## config.mk

```make
export PLATFORM = sky130hd
export DESIGN_NAME = wb_master_arbiter
export DESIGN_NICKNAME = d
export VERILOG_FILES = /design/src/rtl/wb_master_arbiter.sv
export SDC_FILE = /design/constraint.sdc
export NUM_CORES = 1
export LEC_CHECK = 0
export ABC_AREA = 1
export CORE_MARGIN = 10
export CORE_UTILIZATION = 36
export DETAILED_ROUTE_END_ITERATION = 7
export PLACE_DENSITY = 0.81
export SYNTH_ARGS = -nofsm -noshare
export SYNTH_HDL_FRONTEND = slang
export SYNTH_SLANG_ARGS = --single-unit
```

## constraint.sdc

```tcl
create_clock -name wb_clk -period 1.4 [get_ports wb_clk]
set_input_delay 0.28 -clock wb_clk [delete_from_list [all_inputs] [get_ports wb_clk]]
set_output_delay 0.28 -clock wb_clk [all_outputs]
set_load 0.05 [all_outputs]
```

## src/rtl/wb_master_arbiter.sv

```systemverilog
// Arbitrates NUM_REQ requesters onto one wb_master_interface command port.
// Define WB_ARB_ROUND_ROBIN_EN for round-robin selection; otherwise fixed priority (lowest index wins).
module wb_master_arbiter #(
    parameter int unsigned NUM_REQ = 4,
    parameter int unsigned dw      = 32,
    parameter int unsigned aw      = 32,
    parameter int unsigned IW      = $clog2(NUM_REQ)
) (
    input  logic                  wb_clk,
    input  logic                  wb_rst_n,
    input  logic [NUM_REQ-1:0]    req,
    input  logic [NUM_REQ*aw-1:0] req_address,
    input  logic [NUM_REQ*4-1:0]  req_sel,
    input  logic [NUM_REQ-1:0]    req_write,
    input  logic [NUM_REQ*dw-1:0] req_data_wr,
    output logic [NUM_REQ-1:0]    req_done,
    output logic [dw-1:0]         req_data_rd,
    output logic [IW-1:0]         grant_idx,
    output logic                  busy,
    output logic                  m_start,
    output logic [aw-1:0]         m_address,
    output logic [3:0]            m_selection,
    output logic                  m_write,
    output logic [dw-1:0]         m_data_wr,
    input  logic [dw-1:0]         m_data_rd,
    input  logic                  m_active
);

    typedef enum logic [1:0] {IDLE, ISSUE, BUSY, DONE} state_t;

    state_t               state, state_d;
    logic                 start_d, write_d, busy_d;
    logic [aw-1:0]        address_d;
    logic [3:0]           sel_d;
    logic [dw-1:0]        data_wr_d, data_rd_d;
    logic [NUM_REQ-1:0]   done_d;
    logic [IW-1:0]        grant_d, winner_c;
    logic                 grant_c;

    logic [aw-1:0]        addr_arr [NUM_REQ];
    logic [3:0]           sel_arr  [NUM_REQ];
    logic [dw-1:0]        data_arr [NUM_REQ];

    for (genvar g = 0; g < NUM_REQ; g++) begin : g_unpack
        assign addr_arr[g] = req_address[g*aw +: aw];
        assign sel_arr[g]  = req_sel[g*4 +: 4];
        assign data_arr[g] = req_data_wr[g*dw +: dw];
    end

    assign grant_c = (state == IDLE) && (|req) && !m_active;

`ifdef WB_ARB_ROUND_ROBIN_EN
    logic [IW-1:0] last_grant;
    logic          found_c;

    // Search begins just after the previous winner and wraps around.
    always_comb begin
        winner_c = '0;
        found_c  = 1'b0;
        for (int unsigned k = 1; k <= NUM_REQ; k++) begin
            if (!found_c && req[IW'((32'(last_grant) + k) % NUM_REQ)]) begin
                found_c  = 1'b1;
                winner_c = IW'((32'(last_grant) + k) % NUM_REQ);
            end
        end
    end

    always_ff @(posedge wb_clk) begin
        if (!wb_rst_n)
            last_grant <= IW'(NUM_REQ - 1);
        else if (grant_c)
            last_grant <= winner_c;
    end
`else
    // Descending scan so the lowest set index is the final assignment.
    always_comb begin
        winner_c = '0;
        for (int unsigned k = NUM_REQ; k > 0; k--) begin
            if (req[IW'(k - 1)])
                winner_c = IW'(k - 1);
        end
    end
`endif

    always_ff @(posedge wb_clk) begin
        if (!wb_rst_n) begin
            state       <= IDLE;
            m_start     <= 1'b0;
            m_address   <= '0;
            m_selection <= '0;
            m_write     <= 1'b0;
            m_data_wr   <= '0;
            req_done    <= '0;
            req_data_rd <= '0;
            grant_idx   <= '0;
            busy        <= 1'b0;
        end else begin
            state       <= state_d;
            m_start     <= start_d;
            m_address   <= address_d;
            m_selection <= sel_d;
            m_write     <= write_d;
            m_data_wr   <= data_wr_d;
            req_done    <= done_d;
            req_data_rd <= data_rd_d;
            grant_idx   <= grant_d;
            busy        <= busy_d;
        end
    end

    always_comb begin
        state_d   = state;
        start_d   = 1'b0;
        address_d = m_address;
        sel_d     = m_selection;
        write_d   = m_write;
        data_wr_d = m_data_wr;
        done_d    = '0;
        data_rd_d = req_data_rd;
        grant_d   = grant_idx;

        case (state)
            IDLE: begin
                if (grant_c) begin
                    address_d = addr_arr[winner_c];
                    sel_d     = sel_arr[winner_c];
                    write_d   = req_write[winner_c];
                    data_wr_d = data_arr[winner_c];
                    grant_d   = winner_c;
                    start_d   = 1'b1;
                    state_d   = ISSUE;
                end
            end
            ISSUE: state_d = BUSY;
            BUSY: begin
                // Master dropping active marks the end of the bus cycle, including err/rty.
                if (!m_active) begin
                    if (!m_write)
                        data_rd_d = m_data_rd;
                    done_d  = NUM_REQ'(1) << grant_idx;
                    state_d = DONE;
                end
            end
            DONE: begin
                address_d = '0;
                sel_d     = '0;
                write_d   = 1'b0;
                data_wr_d = '0;
                state_d   = IDLE;
            end
            default: state_d = IDLE;
        endcase

        busy_d = (state_d != IDLE);
    end

endmodule

```

# After elaboration in Yosys (flattened, before gate mapping)
# Cells that the tools add are included.
[op_classes]
n_addsub = 0
n_mul = 0
n_div = 0
order_cmp = 2
n_eq_ne = 4
shift = 1
mux = 27
bitwise_logic = 5
reduce_logical = 12
[ops]
columns = ["op", "count"]
rows = [
  ["32-bit two-way mux", 6],
  ["32-bit binary-select mux with 2-bit select", 2],
  ["32-bit one-hot mux with 2 select lines", 2],
  ["2-bit two-way mux", 6],
  ["4-bit two-way mux", 3],
  ["4-bit binary-select mux with 2-bit select", 1],
  ["2-bit one-hot mux with 4 select lines", 1],
  ["4-bit one-hot mux with 2 select lines", 1],
  ["2-bit AND reduction", 3],
  ["2-bit equality test (second input constant)", 2],
  ["1-bit inverter", 4],
  ["2-bit nonzero test", 2],
  ["4-bit OR reduction", 1],
  ["1-bit by 2-bit left shift with 4-bit output (first input constant)", 1],
  ["3-bit >= comparator (second input constant)", 1],
  ["2-bit by 3-bit less-than comparator with 1-bit output (second input constant)", 1],
  ["1-bit two-way mux", 3],
  ["2-bit inverter with 3-bit output", 1],
  ["3-bit AND reduction", 1],
  ["3-bit OR reduction", 1],
  ["1-bit binary-select mux with 2-bit select", 1],
  ["2-bit by 1-bit equality test with 1-bit output (second input constant)", 1],
  ["1-bit logical AND", 2],
  ["2-bit zero test", 1],
  ["3 further kinds", 3],
]
[word_totals]
register_bits = 111
latch_bits = 0
mem_bits_rw = 0
mem_bits_ro = 0
in_bits = 315
out_inout_bits = 109
wordCells = 61
mem_count = 0

# Logic depth before layout (Yosys ltp)
# Gate-level depths: netlist of the first run.
[depth]
ltp_word = 10
depth_mapped = 11
depth_no_buf = 9

# Least setup slack after synthesis of the first run
# No wires, ideal clock.
[synth_timing]
kind = "register to register"
startpoint = "register state[0]"
endpoint = "register req_data_rd[10]"
setup_time_ns = 0.116
arrival_time_ns = 1.375
required_ns = 1.284
setup_slack_ns = -0.092
stages_incl_launch_ff = 9
n_path_buf = 1
period_less_slack_ns = 1.492
path_cell_list = "dfxtp_1 inv_1 ha_1 inv_1 nor3_1 inv_1 buf_2 nor2_1 nor2_1"
[synth_via]
elab_chain_cells = 2
[synth_lines]
columns = ["item", "line", "text"]
rows = [
  ["start, declared", "31", "state_t state, state_d;"],
  ["start signal, assigned", "98", "state <= state_d;"],
  ["2-bit equality test", "122", "case (state)"],
  ["3-bit AND reduction (no source line)", "n/a", ""],
  ["end signal, assigned", "105", "req_data_rd <= data_rd_d;"],
  ["end, declared", "17", "output logic [dw-1:0] req_data_rd,"],
]
# No other way between the ends.
# A chain may end at the register's enable or synchronous reset.

# Worst setup path after layout of the first run
[layout_timing]
startpoint = "register state[1]"
endpoint = "register m_data_wr[29]"
[layout_via]
elab_chain_cells = 5
elab_cells_between_ends = 8
classes_between = "2 x eq/ne; 1 x mux; 5 x reduce/logical"
[layout_lines]
columns = ["item", "line", "text"]
rows = [
  ["2-bit zero test", "50, 122", ""],
  ["1-bit logical AND (2 in series)", "50", "assign grant_c = (state == IDLE) && (|req) && !m_active;"],
  ["2-bit inequality test (no source line)", "n/a", ""],
  ["2-bit AND reduction (no source line)", "n/a", ""],
  ["end signal, assigned", "103", "m_data_wr <= data_wr_d;"],
  ["end, declared", "24", "output logic [dw-1:0] m_data_wr,"],
]
# Several ways; a longest one is shown, not always the timed one.

==> flow_summary.ini, run 1 <==
[outcome]
status = complete, but fails checks
violations = negative setup slack

[placed_design]
io_buffers = 423
placed_area_mm2 = 0.01345
hpwl_um = 27980
place_congestion = 1.028

[die]
fp.dieW_um = 165.0
io_pins = 424
die-area_mm2 = 0.02723
fp.dieH_um = 165.0
coreArea_mm2 = 0.02049
num_rows = 52
start_util_pct = 36.95

[routing]
num_vias = 10275
drt_iter0_drc = 905
wl_per_cell_um = 19.61
drtAntennaViolNets = 0
wl_um = 40000
via_per_inst = 5.037
first_pass_iters = 7
drc = 0

[flow_run]
max_cap_violations = 0

[critical_path]
r2r-end = m_data_wr[29]$_SDFFE_PN0P_
path_cells = buf_4, ha_1, nor2_4, buf_6, buf_12, clkbuf_16, nand2_1, a21oi_1
crit_arrival_ps = 1860
worst_setup_path_start_kind = flop
cp-end-kind = flop
timing.critical_path.buf_inv = 4
critPathKind = flop to flop
worst_ep_required_time_ps = 1690
timing.reg2reg.setup_slack_ps = -170
cp_slowest_cell = dfxtp_2
endpoint = m_data_wr[29]$_SDFFE_PN0P_
cp.depth = 8
critPathMaxStageDelay_ps = 330
cp_top_family = buffers and inverters
critPathMaxFanout = 5
rr_worst_depth = 8
startpoint = state[1]$_SDFF_PN0_
rr_startpoint = state[1]$_SDFF_PN0_

[logic_synthesis]
ys_types = 21
seq_area_frac_synth_pct = 29.35
synth_top_area_cell = dfxtp_1
synth_seq_cells = 111
syn_area_per_cell_um2 = 5.732
synthTopCellsByCount = nand3_1, inv_1, nand2_1
synth_warnings = 0
mappedNetlistArea_mm2 = 0.007572
synth_top_area_share_pct = 29.35
netlist_instances = 1321
async_flop_share_pct = 0
syn_nets = 1640
synth_area_leaders = dfxtp_1, nand3_1, inv_1
synth-edff-count = 0
synth_most_common_cell = nand3_1
synth_ff_type = dfxtp_1

[sta]
setup_violations = 105
rsz0062_at_grt = yes
drv_slew = 0
fin_crit_ps = 1570
fmax_mhz = 636.8
finalHoldViolCount = 0
tightest_slew_ps = 418.5
fin_ws_ps = -170.2
final.setup_skew_ps = 9.804
timing.final.crit_share_pct = 112.2
relSlewSlack_pct = 72.10

[power]
p_leak_nw = 7.570
p_per_area_mw_per_mm2 = 1285
peakVddDrop_mv = 0.6723

[finish]
area_growth_pct = 102.7
seq_area_mm2 = 0.002225
drive_above_1_share_pct = 21.62
nFillCells = 1537
stdcell_area_mm2 = 0.01535
multi_input_area_mm2 = 0.004441
utilization_pct = 74.91
fin_nets = 2082

[grt]
grt_overflow = 0
track_usage_pct = 26.53
grt_max_degree = 69
first_global_vias = 10210
antenna_found_initial = 3
grt_pass1_wl_um = 56770

[clock_network]
hold_buffers = 0
clk_latency_ps = 360
htree_levels = 3
cts_made_buffers = 9
clock_sinks = 111
tritoncts = done
path_clk_slew_ps = 80
cts_root_buf = clkbuf_16
cts_buffer_depth = 2

[worst_hold_path]
min_path_type = input port to flop
## stage by stage
step,hold slack (ps),cells,setup slack [ps],power [mW],setup TNS [ps]
floorplan,414.9,1321,-6.240,8.896,-62.30
global placement,501.6,1982,-507.2,13.84,-40800
global route,503.1,2040,-249.2,20.52,-19550
detailed placement,510.9,1982,-541.3,13.99,-43820
finish,506.7,2040,-170.2,19.73,-11620
CTS,491.7,2025,-182.8,18.60,-13570
## how the worst min path moves through the flow
| stage | from | cells past startpoint | to |
|---|---|---|---|
| final | m_data_rd[3] | 3 | req_data_rd[3]$_SDFFE_PN0P_ |
| after global routing | m_data_rd[3] | 3 | req_data_rd[3]$_SDFFE_PN0P_ |
| after CTS | m_data_rd[6] | 3 | req_data_rd[6]$_SDFFE_PN0P_ |
| after detailed placement | m_data_wr[27]$_SDFFE_PN0P_ | 2 | m_data_wr[27]$_SDFFE_PN0P_ |
| after global placement | grant_idx[0]$_SDFFE_PN0P_ | 1 | req_done[0]$_SDFF_PP0_ |
| after floorplan | m_data_rd[0] | 2 | req_data_rd[0]$_SDFFE_PN0P_ |
## cells by family after synthesis
| logic type | synth area share (%) |
|---|---|
| AOI/OAI and AO/OA | 6.907 |
| adders and majority gates | 0.6610 |
| buffers and inverters | 21.50 |
| DFF | 29.35 |
| and+or+nand+nor | 41.59 |
## tightest hold or removal path, stage by stage
cell and delay, ps:
clkdlybuf4s50_1 400, nor2_1 100, nor2_1 50
## timing repair
item | in CTS | in global routing
resized for setup | 103 | 140
pin swaps | 14 | 65
setup buffers | 14 | 5
cloned | 14 | 9
endpoints found under the setup margin | 106 | 110
## registers in the layout, indices dropped and copies added (netlist names)
register	flops
state	2
grant_idx	2
m_address	32
req_data_rd	32
m_selection	4
m_data_wr	32
req_done	4
m_write	1
busy	1
m_start	1
## where the power goes
part           leakage [nW]  internal (mW)  total [mW]  switching (mW)
registers             0.908           3.84        4.59           0.753
clock network         0.150           1.42        2.73            1.31
logic                  6.51           6.10        12.4            6.31
total                  7.57           11.4        19.7            8.38
## per-layer routing
metal	wire [um]	up-vias	GRT usage [%]
met2	19870	510	45.83
met5	0	-	0
met4	1835	0	13.73
li1	-	4957	-
met1	14200	4705	28.23
met3	4090	103	8.788
## final cells by class
class | instances | share of cell area [%]
sequential | 111 | 14.49
antenna | 3 | 0.04890
timing repair buffer | 529 | 45.20
clock inverter | 6 | 0.5134
clock buffer | 9 | 1.467
inverter | 290 | 7.156
multi-input combinational | 822 | 28.92
tap | 270 | 2.200
## cells in the final DEF (no fill, tap or decap)
| cell type | Yosys | layout |
|---|---|---|
| inv_2 | 3 | 5 |
| bufinv_16 | 0 | 1 |
| nand2_8 | 0 | 2 |
| buf_16 | 0 | 16 |
| nor2_1 | 75 | 54 |
| buf_12 | 0 | 133 |
| nand2_4 | 1 | 40 |
| diode_2 | 0 | 3 |
| nor3_2 | 0 | 1 |
| o21ai_1 | 0 | 7 |
| inv_8 | 0 | 2 |
| buf_8 | 0 | 1 |
| buf_4 | 4 | 50 |
| a211oi_2 | 0 | 1 |
| inv_1 | 287 | 281 |
| dfxtp_2 | 0 | 2 |
| nor2_4 | 1 | 9 |
| dfxtp_1 | 111 | 109 |
| nand2_2 | 3 | 8 |
| a21oi_2 | 0 | 49 |
| nor2_2 | 2 | 15 |
| o21ai_2 | 0 | 2 |
| inv_4 | 0 | 4 |
| ha_4 | 0 | 2 |
| clkbuf_16 | 0 | 18 |
| dlymetal6s2s_1 | 0 | 4 |
| clkinv_4 | 0 | 3 |
| ha_1 | 4 | 2 |
| o21ai_0 | 32 | 23 |
| clkdlybuf4s50_1 | 0 | 310 |
| nand3_1 | 346 | 336 |
| nor3_4 | 0 | 1 |
| nand3_2 | 1 | 11 |
| buf_6 | 12 | 6 |
| a21oi_1 | 71 | 22 |
| nand2_1 | 283 | 237 |
No activity file was read; power rests on OpenSTA's default activity.
==> run 2: changes to the inputs <==
- CORE_AREA: not set -> 10 10 157 159
- CORE_MARGIN: 10 -> not set
- CORE_UTILIZATION: 36 -> not set
- CTS_CLUSTER_DIAMETER: not set -> 200
- DIE_AREA: not set -> 0 0 167 169
- HOLD_SLACK_MARGIN: not set -> 0.15
- PLACE_DENSITY: 0.81 -> 0.77
- clock period: 1.4 -> 1.5 ns (I/O delays scaled with it)
==> run 2 against run 1 <==
The run still ends with negative setup slack left. Utilization shrank 6.5 points. Maximum frequency shrank 0.14%. First-iteration DRC count grew 5.2%. Hold slack gained 7.5 ps.
==> flow_summary.ini, run 2 (synthesis results as in run 1) <==
[outcome]
status = complete, but fails checks
violations = negative setup slack

[routing]
routed.top_layer = met4
wl_um = 39980
drtAntennaViolNets = 0
wl_per_cell_um = 19.80
first_pass_iters = 6
via_per_inst = 5.097
met2WireLength_um = 19380
num_vias = 10291
drt_iter0_drc = 952
drc = 0
wl_met3_um = 3591
m1WireLength_um = 15270

[grt]
grt_overflow = 0
track_usage_pct = 24.75
antenna_found_initial = 2
first_global_vias = 9940
grt_pass1_wl_um = 56080
grt_max_degree = 89

[clock_network]
tritoncts = done
cts_made_buffers = 9
cts_root_buf = clkbuf_16
cts_buffer_depth = 2
clock_sinks = 111
clk_latency_ps = 360
htree_levels = 3
path_clk_slew_ps = 90

[sta]
finalHoldViolCount = 0
fin_tns_setup_ps = -678.2
drv_slew = 0
tightest_slew_ps = 570.8
setup_violations = 33
fin_ws_ps = -72.43
fin_crit_ps = 1572
timing.final.crit_share_pct = 104.8
final.setup_skew_ps = 15.53
relSlewSlack_pct = 61.95
rsz0062_at_grt = yes
fmax_mhz = 636.0

[power]
p_per_area_mw_per_mm2 = 1177
peakVddDrop_mv = 0.5504
p_leak_nw = 7.165
design_power_total_mw = 17.36

[critical_path]
rr_worst_depth = 10
timing.critical_path.buf_inv = 6
worst_ep_required_time_ps = 1750
cp-end-kind = flop
rr_startpoint = state[0]$_SDFF_PN0_
r2r-end = req_data_rd[20]$_SDFFE_PN0P_
crit_arrival_ps = 1820
critPathMaxStageDelay_ps = 340
critPathKind = flop to flop
cp_top_family = buffers and inverters
timing.reg2reg.setup_slack_ps = -70
path_cells = inv_2, buf_4, ha_2, inv_2, nor3_4, buf_12, inv_6, buf_8, nor2_1, nor2_1
cp_slowest_cell = dfxtp_2
critPathMaxFanout = 8
worst_setup_path_start_kind = flop

[finish]
stdcell_count = 2019
drive_above_1_share_pct = 17.16
reg_top3 = m_address x32, m_data_wr x32, req_data_rd x32
area_growth_pct = 94.73
final_common_cell = nand3_1
final_cell_mix = nand3_1, clkdlybuf4s50_1, inv_1
fin_nets = 2051

[worst_hold_path]
worstHoldStart = m_data_rd[3]
min_path_cells = 3
hold-path-endpoint = req_data_rd[3]$_SDFFE_PN0P_
min_path_type = input port to flop

[die]
num_rows = 54
die-area_mm2 = 0.02822
io_pins = 424
fp.dieW_um = 167
coreArea_mm2 = 0.02155
fp.dieH_um = 169
start_util_pct = 35.13

[placed_design]
io_buffers = 423
place_congestion = 0.9475
place_inst = 1968
hpwl_um = 26450

[flow_run]
max_cap_violations = 0
## run 2: area by class of cell
type                       instances  area, um2
antenna                            2      5.005
multi-input combinational        822       4148
clock inverter                     6      62.56
inverter                         290       1109
fill                            1814       6808
timing repair buffer             498       6618
tap                              280      350.3
sequential                       111       2225
clock buffer                      10      229.0
## run 2: worst max path at each step
| stage | cells past startpoint | from | slack (ps) | end |
|---|---|---|---|---|
| finish | 10 | state[0]$_SDFF_PN0_ | -70 | req_data_rd[20]$_SDFFE_PN0P_ |
| global route | 10 | state[0]$_SDFF_PN0_ | -110 | m_data_wr[29]$_SDFFE_PN0P_ |
| CTS | 11 | state[0]$_SDFF_PN0_ | -80 | m_data_wr[16]$_SDFFE_PN0P_ |
| detailed placement | 9 | req[3] | -540 | m_address[22]$_SDFFE_PN0P_ |
| global placement | 11 | req[2] | -520 | m_selection[3]$_SDFFE_PN0P_ |
| floorplan | 8 | state[0]$_SDFF_PN0_ | 8 | req_data_rd[10]$_SDFFE_PN0P_ |
## run 2: where the power goes
group | total [mW] | internal [mW] | switching [mW]
registers | 4.27 | 3.58 | 0.686
clock network | 2.44 | 1.18 | 1.27
logic | 10.6 | 5.14 | 5.51
total | 17.4 | 9.90 | 7.46
## run 2: repair_timing
item	in CTS	in global routing
resized for setup	37	121
pin swaps	8	30
cloned	9	15
setup endpoints to repair	73	101
buffers inserted	10	2
hold buffers	0	0
## run 2: through the flow
| step | util, % | instance area [um2] | hold WS [ps] | setup WS (ps) |
|---|---|---|---|---|
| after floorplan | - | 7572 | 434.9 | 8.469 |
| after global routing | 68.41 | 14750 | 527.0 | -108.7 |
| after global placement | 61.41 | 13240 | 506.6 | -520.7 |
| final | 68.41 | 14750 | 514.3 | -72.43 |
| after CTS | 65.30 | 14070 | 503.7 | -83.29 |
| after detailed placement | 61.41 | 13240 | 510.5 | -544.0 |
## run 2: worst reg2reg max path: cells and delay by family, from the launching register on
family	cells	cell delay (ps)
simple gates	3	360
fa+ha+maj	1	170
buf+inv	6	600
flops	1	340
## run 2: routing by layer
metal | up-vias | GRT usage (%)
met5 | - | 0
met1 | 4782 | 27.79
met4 | 0 | 12.64
li1 | 4896 | -
met2 | 523 | 42.00
met3 | 90 | 7.017
